### src/rtl/sfifo_level_pkg.sv
// sfifo_level_pkg -- constants and helpers shared by the synchronous FIFO
// family (sfifo_level, sfifo_ram).
//
// Contents:
//   FIFO_WIDTH_DEF / FIFO_ABITS_DEF / FIFO_AEMPTY_DEF : default geometry
//   fifo_lvl_width(abits) : width of pointers/level for 2**abits entries
package sfifo_level_pkg;

    localparam int unsigned FIFO_WIDTH_DEF  = 18;
    localparam int unsigned FIFO_ABITS_DEF  = 4;
    localparam int unsigned FIFO_AEMPTY_DEF = 2;

    // One extra bit so the level can represent a completely full FIFO and
    // so the pointers can tell full from empty when their indices match.
    function automatic int unsigned fifo_lvl_width(input int unsigned abits);
        return abits + 1;
    endfunction

endpackage

### src/rtl/sfifo_ram.sv
// sfifo_ram -- simple dual-port storage, WIDTH x 2**ABITS, synchronous write,
// registered read.
//
// Optional macro: SFIFO_FWFT_EN adds byp_i, which makes the read register take
// the write data instead of the array (write into an empty FIFO).
//
// Ports:
//   clk_i, reset_ni       clock, async active-low reset (read register only)
//   wr_en_i/wr_addr_i/wr_data_i   write port
//   rd_en_i/rd_addr_i     read port; rd_data_o updates on the rd_en_i edge
//   byp_i                 (FWFT only) load read register from wr_data_i
//   rd_data_o             registered read data, held between reads
module sfifo_ram
    import sfifo_level_pkg::*;
#(
    parameter int unsigned WIDTH = FIFO_WIDTH_DEF,
    parameter int unsigned ABITS = FIFO_ABITS_DEF
) (
    input  logic             clk_i,
    input  logic             reset_ni,
    input  logic             wr_en_i,
    input  logic [ABITS-1:0] wr_addr_i,
    input  logic [WIDTH-1:0] wr_data_i,
    input  logic             rd_en_i,
    input  logic [ABITS-1:0] rd_addr_i,
`ifdef SFIFO_FWFT_EN
    input  logic             byp_i,
`endif
    output logic [WIDTH-1:0] rd_data_o
);

    logic [WIDTH-1:0] mem_q [2**ABITS];
    logic [WIDTH-1:0] rd_data_q;

    always_ff @(posedge clk_i) begin
        if (wr_en_i) begin
            mem_q[wr_addr_i] <= wr_data_i;
        end
    end

    always_ff @(posedge clk_i or negedge reset_ni) begin
        if (!reset_ni) begin
            rd_data_q <= '0;
        end else if (rd_en_i) begin
`ifdef SFIFO_FWFT_EN
            rd_data_q <= byp_i ? wr_data_i : mem_q[rd_addr_i];
`else
            rd_data_q <= mem_q[rd_addr_i];
`endif
        end
    end

    assign rd_data_o = rd_data_q;

endmodule

### src/rtl/sfifo_level.sv
// sfifo_level -- synchronous FIFO with occupancy level, full/empty,
// almost-full/almost-empty flags and sticky overflow/underflow.
//
// Optional macro: SFIFO_FWFT_EN selects first-word-fall-through; the output
// register then counts as one storage slot (capacity DEPTH+1).
//
// Ports:
//   clk_i, reset_ni        clock, async active-low reset
//   clear_i                synchronous flush (pointers, level, sticky flags)
//   wr_en_i, wr_data_i     write request/data
//   rd_en_i, rd_data_o     read request/data
//   full_o, empty_o        level at capacity / zero
//   afull_o, aempty_o      level >= AFULL / level <= AEMPTY
//   level_o                registered occupancy
//   overflow_o, underflow_o sticky error flags
module sfifo_level
    import sfifo_level_pkg::*;
#(
    parameter int unsigned WIDTH  = FIFO_WIDTH_DEF,
    parameter int unsigned ABITS  = FIFO_ABITS_DEF,
    parameter int unsigned AFULL  = (2 ** ABITS) - 2,
    parameter int unsigned AEMPTY = FIFO_AEMPTY_DEF
) (
    input  logic             clk_i,
    input  logic             reset_ni,
    input  logic             clear_i,
    input  logic             wr_en_i,
    input  logic [WIDTH-1:0] wr_data_i,
    input  logic             rd_en_i,
    output logic [WIDTH-1:0] rd_data_o,
    output logic             full_o,
    output logic             empty_o,
    output logic             afull_o,
    output logic             aempty_o,
    output logic [ABITS:0]   level_o,
    output logic             overflow_o,
    output logic             underflow_o
);

    localparam int unsigned DEPTH = 2 ** ABITS;
    localparam int unsigned LW    = fifo_lvl_width(ABITS);
`ifdef SFIFO_FWFT_EN
    localparam logic [LW-1:0] FULL_L = LW'(DEPTH + 1);
`else
    localparam logic [LW-1:0] FULL_L = LW'(DEPTH);
`endif
    localparam logic [LW-1:0] AFULL_L  = LW'(AFULL);
    localparam logic [LW-1:0] AEMPTY_L = LW'(AEMPTY);
    localparam logic [LW-1:0] ONE_L    = LW'(1);

    logic [LW-1:0] wptr_q, wptr_d, rptr_q, rptr_d;
    logic [LW-1:0] level_q, level_d;
    logic          ovf_q, ovf_d, udf_q, udf_d;
    logic          rd_acc, wr_acc, ram_rd;

    assign full_o      = (level_q == FULL_L);
    assign empty_o     = (level_q == '0);
    assign afull_o     = (level_q >= AFULL_L);
    assign aempty_o    = (level_q <= AEMPTY_L);
    assign level_o     = level_q;
    assign overflow_o  = ovf_q;
    assign underflow_o = udf_q;

    // clear_i wins over both requests; gating here also keeps rd_data_o frozen.
    assign rd_acc = rd_en_i && !empty_o && !clear_i;
    assign wr_acc = wr_en_i && (!full_o || rd_acc) && !clear_i;

`ifdef SFIFO_FWFT_EN
    logic out_vld_q, out_vld_d, ram_empty;

    // The RAM read register is the visible head. Refill it whenever it is
    // empty or being popped; with nothing in the array the incoming write
    // is bypassed straight into it (the array slot is consumed the same edge).
    assign ram_empty = (wptr_q == rptr_q);
    assign ram_rd    = !clear_i && (!out_vld_q || rd_acc) && (!ram_empty || wr_acc);

    always_comb begin
        out_vld_d = out_vld_q;
        if (clear_i) begin
            out_vld_d = 1'b0;
        end else if (ram_rd) begin
            out_vld_d = 1'b1;
        end else if (rd_acc) begin
            out_vld_d = 1'b0;
        end
    end

    always_ff @(posedge clk_i or negedge reset_ni) begin
        if (!reset_ni) begin
            out_vld_q <= 1'b0;
        end else begin
            out_vld_q <= out_vld_d;
        end
    end
`else
    assign ram_rd = rd_acc;
`endif

    always_comb begin
        wptr_d  = wptr_q;
        rptr_d  = rptr_q;
        level_d = level_q;
        ovf_d   = ovf_q;
        udf_d   = udf_q;
        if (clear_i) begin
            wptr_d  = '0;
            rptr_d  = '0;
            level_d = '0;
            ovf_d   = 1'b0;
            udf_d   = 1'b0;
        end else begin
            if (wr_acc) wptr_d = wptr_q + ONE_L;
            if (ram_rd) rptr_d = rptr_q + ONE_L;
            if (wr_acc && !rd_acc) begin
                level_d = level_q + ONE_L;
            end else if (rd_acc && !wr_acc) begin
                level_d = level_q - ONE_L;
            end
            if (wr_en_i && full_o && !rd_acc) ovf_d = 1'b1;
            if (rd_en_i && empty_o) udf_d = 1'b1;
        end
    end

    always_ff @(posedge clk_i or negedge reset_ni) begin
        if (!reset_ni) begin
            wptr_q  <= '0;
            rptr_q  <= '0;
            level_q <= '0;
            ovf_q   <= 1'b0;
            udf_q   <= 1'b0;
        end else begin
            wptr_q  <= wptr_d;
            rptr_q  <= rptr_d;
            level_q <= level_d;
            ovf_q   <= ovf_d;
            udf_q   <= udf_d;
        end
    end

    sfifo_ram #(
        .WIDTH(WIDTH),
        .ABITS(ABITS)
    ) u_ram (
        .clk_i    (clk_i),
        .reset_ni (reset_ni),
        .wr_en_i  (wr_acc),
        .wr_addr_i(wptr_q[ABITS-1:0]),
        .wr_data_i(wr_data_i),
        .rd_en_i  (ram_rd),
        .rd_addr_i(rptr_q[ABITS-1:0]),
`ifdef SFIFO_FWFT_EN
        .byp_i    (ram_empty),
`endif
        .rd_data_o(rd_data_o)
    );

endmodule

### config.mk
export PLATFORM = sky130hd
export DESIGN_NAME = sfifo_level
export DESIGN_NICKNAME = d
export VERILOG_FILES = /design/src/rtl/sfifo_level_pkg.sv /design/src/rtl/sfifo_ram.sv /design/src/rtl/sfifo_level.sv
export SDC_FILE = /design/constraint.sdc
export NUM_CORES = 1
export LEC_CHECK = 0
export CORE_ASPECT_RATIO = 1.1
export CORE_MARGIN = 4
export CORE_UTILIZATION = 30
export CTS_CLUSTER_DIAMETER = 200
export CTS_CLUSTER_SIZE = 40
export DETAILED_ROUTE_END_ITERATION = 8
export GPL_TIMING_DRIVEN = 1
export PLACE_DENSITY = 0.57
export SETUP_SLACK_MARGIN = 0.5
export SLEW_MARGIN = 25
export SYNTH_ARGS = -nofsm -noshare
export SYNTH_HDL_FRONTEND = slang
export SYNTH_SLANG_ARGS = --single-unit
### constraint.sdc
create_clock -name clk_i -period 4.7 [get_ports clk_i]
set_input_delay 0.705 -clock clk_i [delete_from_list [all_inputs] [get_ports clk_i]]
set_output_delay 0.705 -clock clk_i [all_outputs]
set_load 0.02 [all_outputs]
==> flow_summary.yaml <==
cells_and_area:
  finalNetCount: 698
  diodes: 0
  fillCellCount: 3874
  drive_above_1_share_pct: 21.9
  area_growth_pct: 13.3
sta:
  min_period_ns: 3.48
  hold_viol: 0
  whs_ns: 0.123
  tightest_slew_ns: 1.05
  rsz0062_at_grt: "false"
  slew_viol_final: 0
  slew_headroom_pct: 30.2
  period_share_pct: 74.0
  setup_violations: 0
  fin_worst_skew_ns: 0.0623
  finalSetupTns_ns: 0
  max_freq_mhz: 288
critical_path:
  cp.required_ns: 5.14
  critPathMaxFanout: 9
  arrival_ns: 3.92
  critPathLaunchType: "flip-flop"
  critPathKind: "reg -> reg"
  endpoint_kind: "flip-flop"
yosys:
  synth_fp_nets: 641
  synthArstFlopShare_pct: 10.3
  synth_ff_type: "edfxtp_1"
  synth-seq-cells: 321
  synthesis.area_mm2: 0.0126
  synth_cell_types: 43
  synth_cells: 608
  synth-edff-count: 288
  avgSynthCellArea_um2: 20.8
  yosysSeqAreaShare_pct: 75.0
  yosys_warnings: 0
drt:
  via_per_inst: 4.80
  via_count: 5905
  firstDrtPassIters: 5
  drt_wl_total_mm: 26.1
  wl_per_cell_um: 21.2
  drc: 0
  ant_nets: 0
  drtIter0Drc: 507
global_routing:
  antenna_found_initial: 0
  grt_pass1_wl_mm: 40.2
  grt_max_degree: 55
  grt_overflow_total: 0
  first_global_vias: 6194
  grtUsageTotal_pct: 11.4
cts:
  cts_num_sinks: 321
  htreeDepth: 1
  cts_resized: 0
  numCtsBuffers: 12
  cts_hold_buf: 0
  cts.clk_slew.worst_paths_ns: 0.14
  postCtsSetupRepairBufs: 0
  clk_latency_ns: 0.50
  clockRootBuffer: "clkbuf_16"
  max-clock-path-buffers: 3
  cts_tree: "yes"
placement:
  dpl.hpwl_mm: 16.3
  io_buffers: 51
  gp_congestion: 0.768
floorplanning:
  initial_utilization_pct: 30.5
  die_x_um: 204
  dieArea_mm2: 0.0455
  rows: 78
  ios: 52
  core-area_mm2: 0.0415
  die_y_um: 223
run:
  maxCapViolCount: 0
hold_path:
  hp-class: "in -> async"
power:
  powerDensity_mw_per_mm2: 409
  p_leak_nw: 4.38
  ir_worst_vdd_mv: 0.236
outcome:
  status: "completed"
[synth_stat cells, drive strengths merged (3+ instances only)]
library cell | n | area share [%]
nor2 | 26 | 0.77
ha | 9 | 0.89
mux4 | 72 | 13
nor3 | 4 | 0.16
a31oi | 3 | 0.15
xor2 | 3 | 0.21
nand3 | 8 | 0.32
nand2 | 27 | 0.80
xnor2 | 5 | 0.35
mux2 | 4 | 0.36
edfxtp | 288 | 68
clkbuf | 12 | 0.36
o21ai | 4 | 0.25
buf | 19 | 0.93
dfrtp | 33 | 6.5
a21oi | 6 | 0.24
mux2i | 38 | 3.0
inv | 5 | 0.15
o221ai | 18 | 1.7
nand2b | 3 | 0.15
[sequential cells by signal, indices dropped and copies added, names as in the netlist]
register,flops
u_ram.mem_q,288
u_ram.rd_data_o,18
level_o,5
rptr_q,4
wptr_q,4
overflow_o,1
underflow_o,1
[through the flow]
| step | cell area [um^2] | instances | util [%] | power (mW) | worst slack (ns) |
|---|---|---|---|---|---|
| floorplan | 12600 | 608 | - | 4.08 | 1.41 |
| global placement | 13900 | 1210 | 33.5 | 4.56 | 1.12 |
| detailed placement | 13900 | 1210 | 33.6 | 4.57 | 1.14 |
| CTS | 14300 | 1230 | 34.5 | 5.92 | 1.22 |
| global route | 14300 | 1231 | 34.5 | 6.13 | 0.876 |
| finish | 14300 | 1231 | 34.5 | 5.85 | 1.22 |
[final timing paths]
kind | slack, ns | depth (start not counted) | from | to
max | 1.22 | 8 | level_o[1] | level_o[4]
min | 0.12 | 1 | reset_ni | rptr_q[0]
max reg2reg | 1.22 | 8 | level_o[1] | level_o[4]
min reg2reg | 0.51 | 2 | underflow_o | underflow_o
max in group asynchronous | 4.09 | 2 | reset_ni | u_ram.rd_data_o[1]
min in group clk_i | 0.51 | 2 | underflow_o | underflow_o
[cell type report]
class,instances,area [um^2],share of cell area [%]
flip-flops and latches,321,9480,66.2
well taps,560,701,4.89
repair buffers,74,698,4.88
clock inverters,1,30.0,0.210
inverters,5,18.8,0.131
clock buffers,19,348,2.43
multi-input cells,251,3040,21.2
[power breakdown]
group          internal, mW  switching [mW]  total (mW)
logic                 0.493           0.609        1.10
clock network         0.534           0.821        1.36
registers              3.24           0.160        3.40
[logic make-up after synthesis]
kind of cell             count (synthesis)  share of synthesized area, %
flip-flops                             321                          75.0
multiplexers                           114                          16.2
buffers and inverters                   36                          1.44
XOR/XNOR                                 8                         0.554
AND/OR/NAND/NOR                         77                          2.68
AO/OA/AOI/OAI                           42                          3.13
adder cells (fa/ha/maj)                 10                          1.05
[metal layers]
metal | vias to the layer above | share of wire (%) | global-route usage, %
met5 | - | 0 | 0
met4 | 0 | 0.82 | 1.52
met3 | 16 | 4.1 | 1.38
met2 | 120 | 48 | 18.3
met1 | 3180 | 47 | 17.3
li1 | 2589 | - | -
[critical path, cell delays in order, from the launching register on]
cell and delay, ns:
dfrtp_1 0.49, or4_1 0.77, o21ai_0 0.50, nand3b_1 0.30, fa_1 0.50, a21o_1 0.20, a2111oi_0 0.35, o21ai_0 0.15
a31oi_1 0.15
[placed cells by master (no fill, tap or decap), drive strengths merged, types with 2 or more instances in the layout]
cell type | netlist | layout
clkbuf | 12 | 19
buf | 19 | 24
mux2i | 38 | 38
a21oi | 6 | 6
nand3b | 2 | 2
inv | 5 | 5
a311oi | 2 | 2
xor2 | 3 | 3
or2 | 2 | 2
nand3 | 8 | 8
mux4 | 72 | 72
o211ai | 2 | 2
a2111oi | 2 | 2
dfrtp | 33 | 33
nor3 | 4 | 4
nor2 | 26 | 26
a21o | 2 | 2
mux2 | 4 | 4
edfxtp | 288 | 288
o21ai | 4 | 4
nand2b | 3 | 3
a31oi | 3 | 3
xnor2 | 5 | 5
nand2 | 27 | 27
ha | 9 | 9
clkdlybuf4s50 | 0 | 50
o221ai | 18 | 18
No activity file was read; power rests on OpenSTA's default activity.
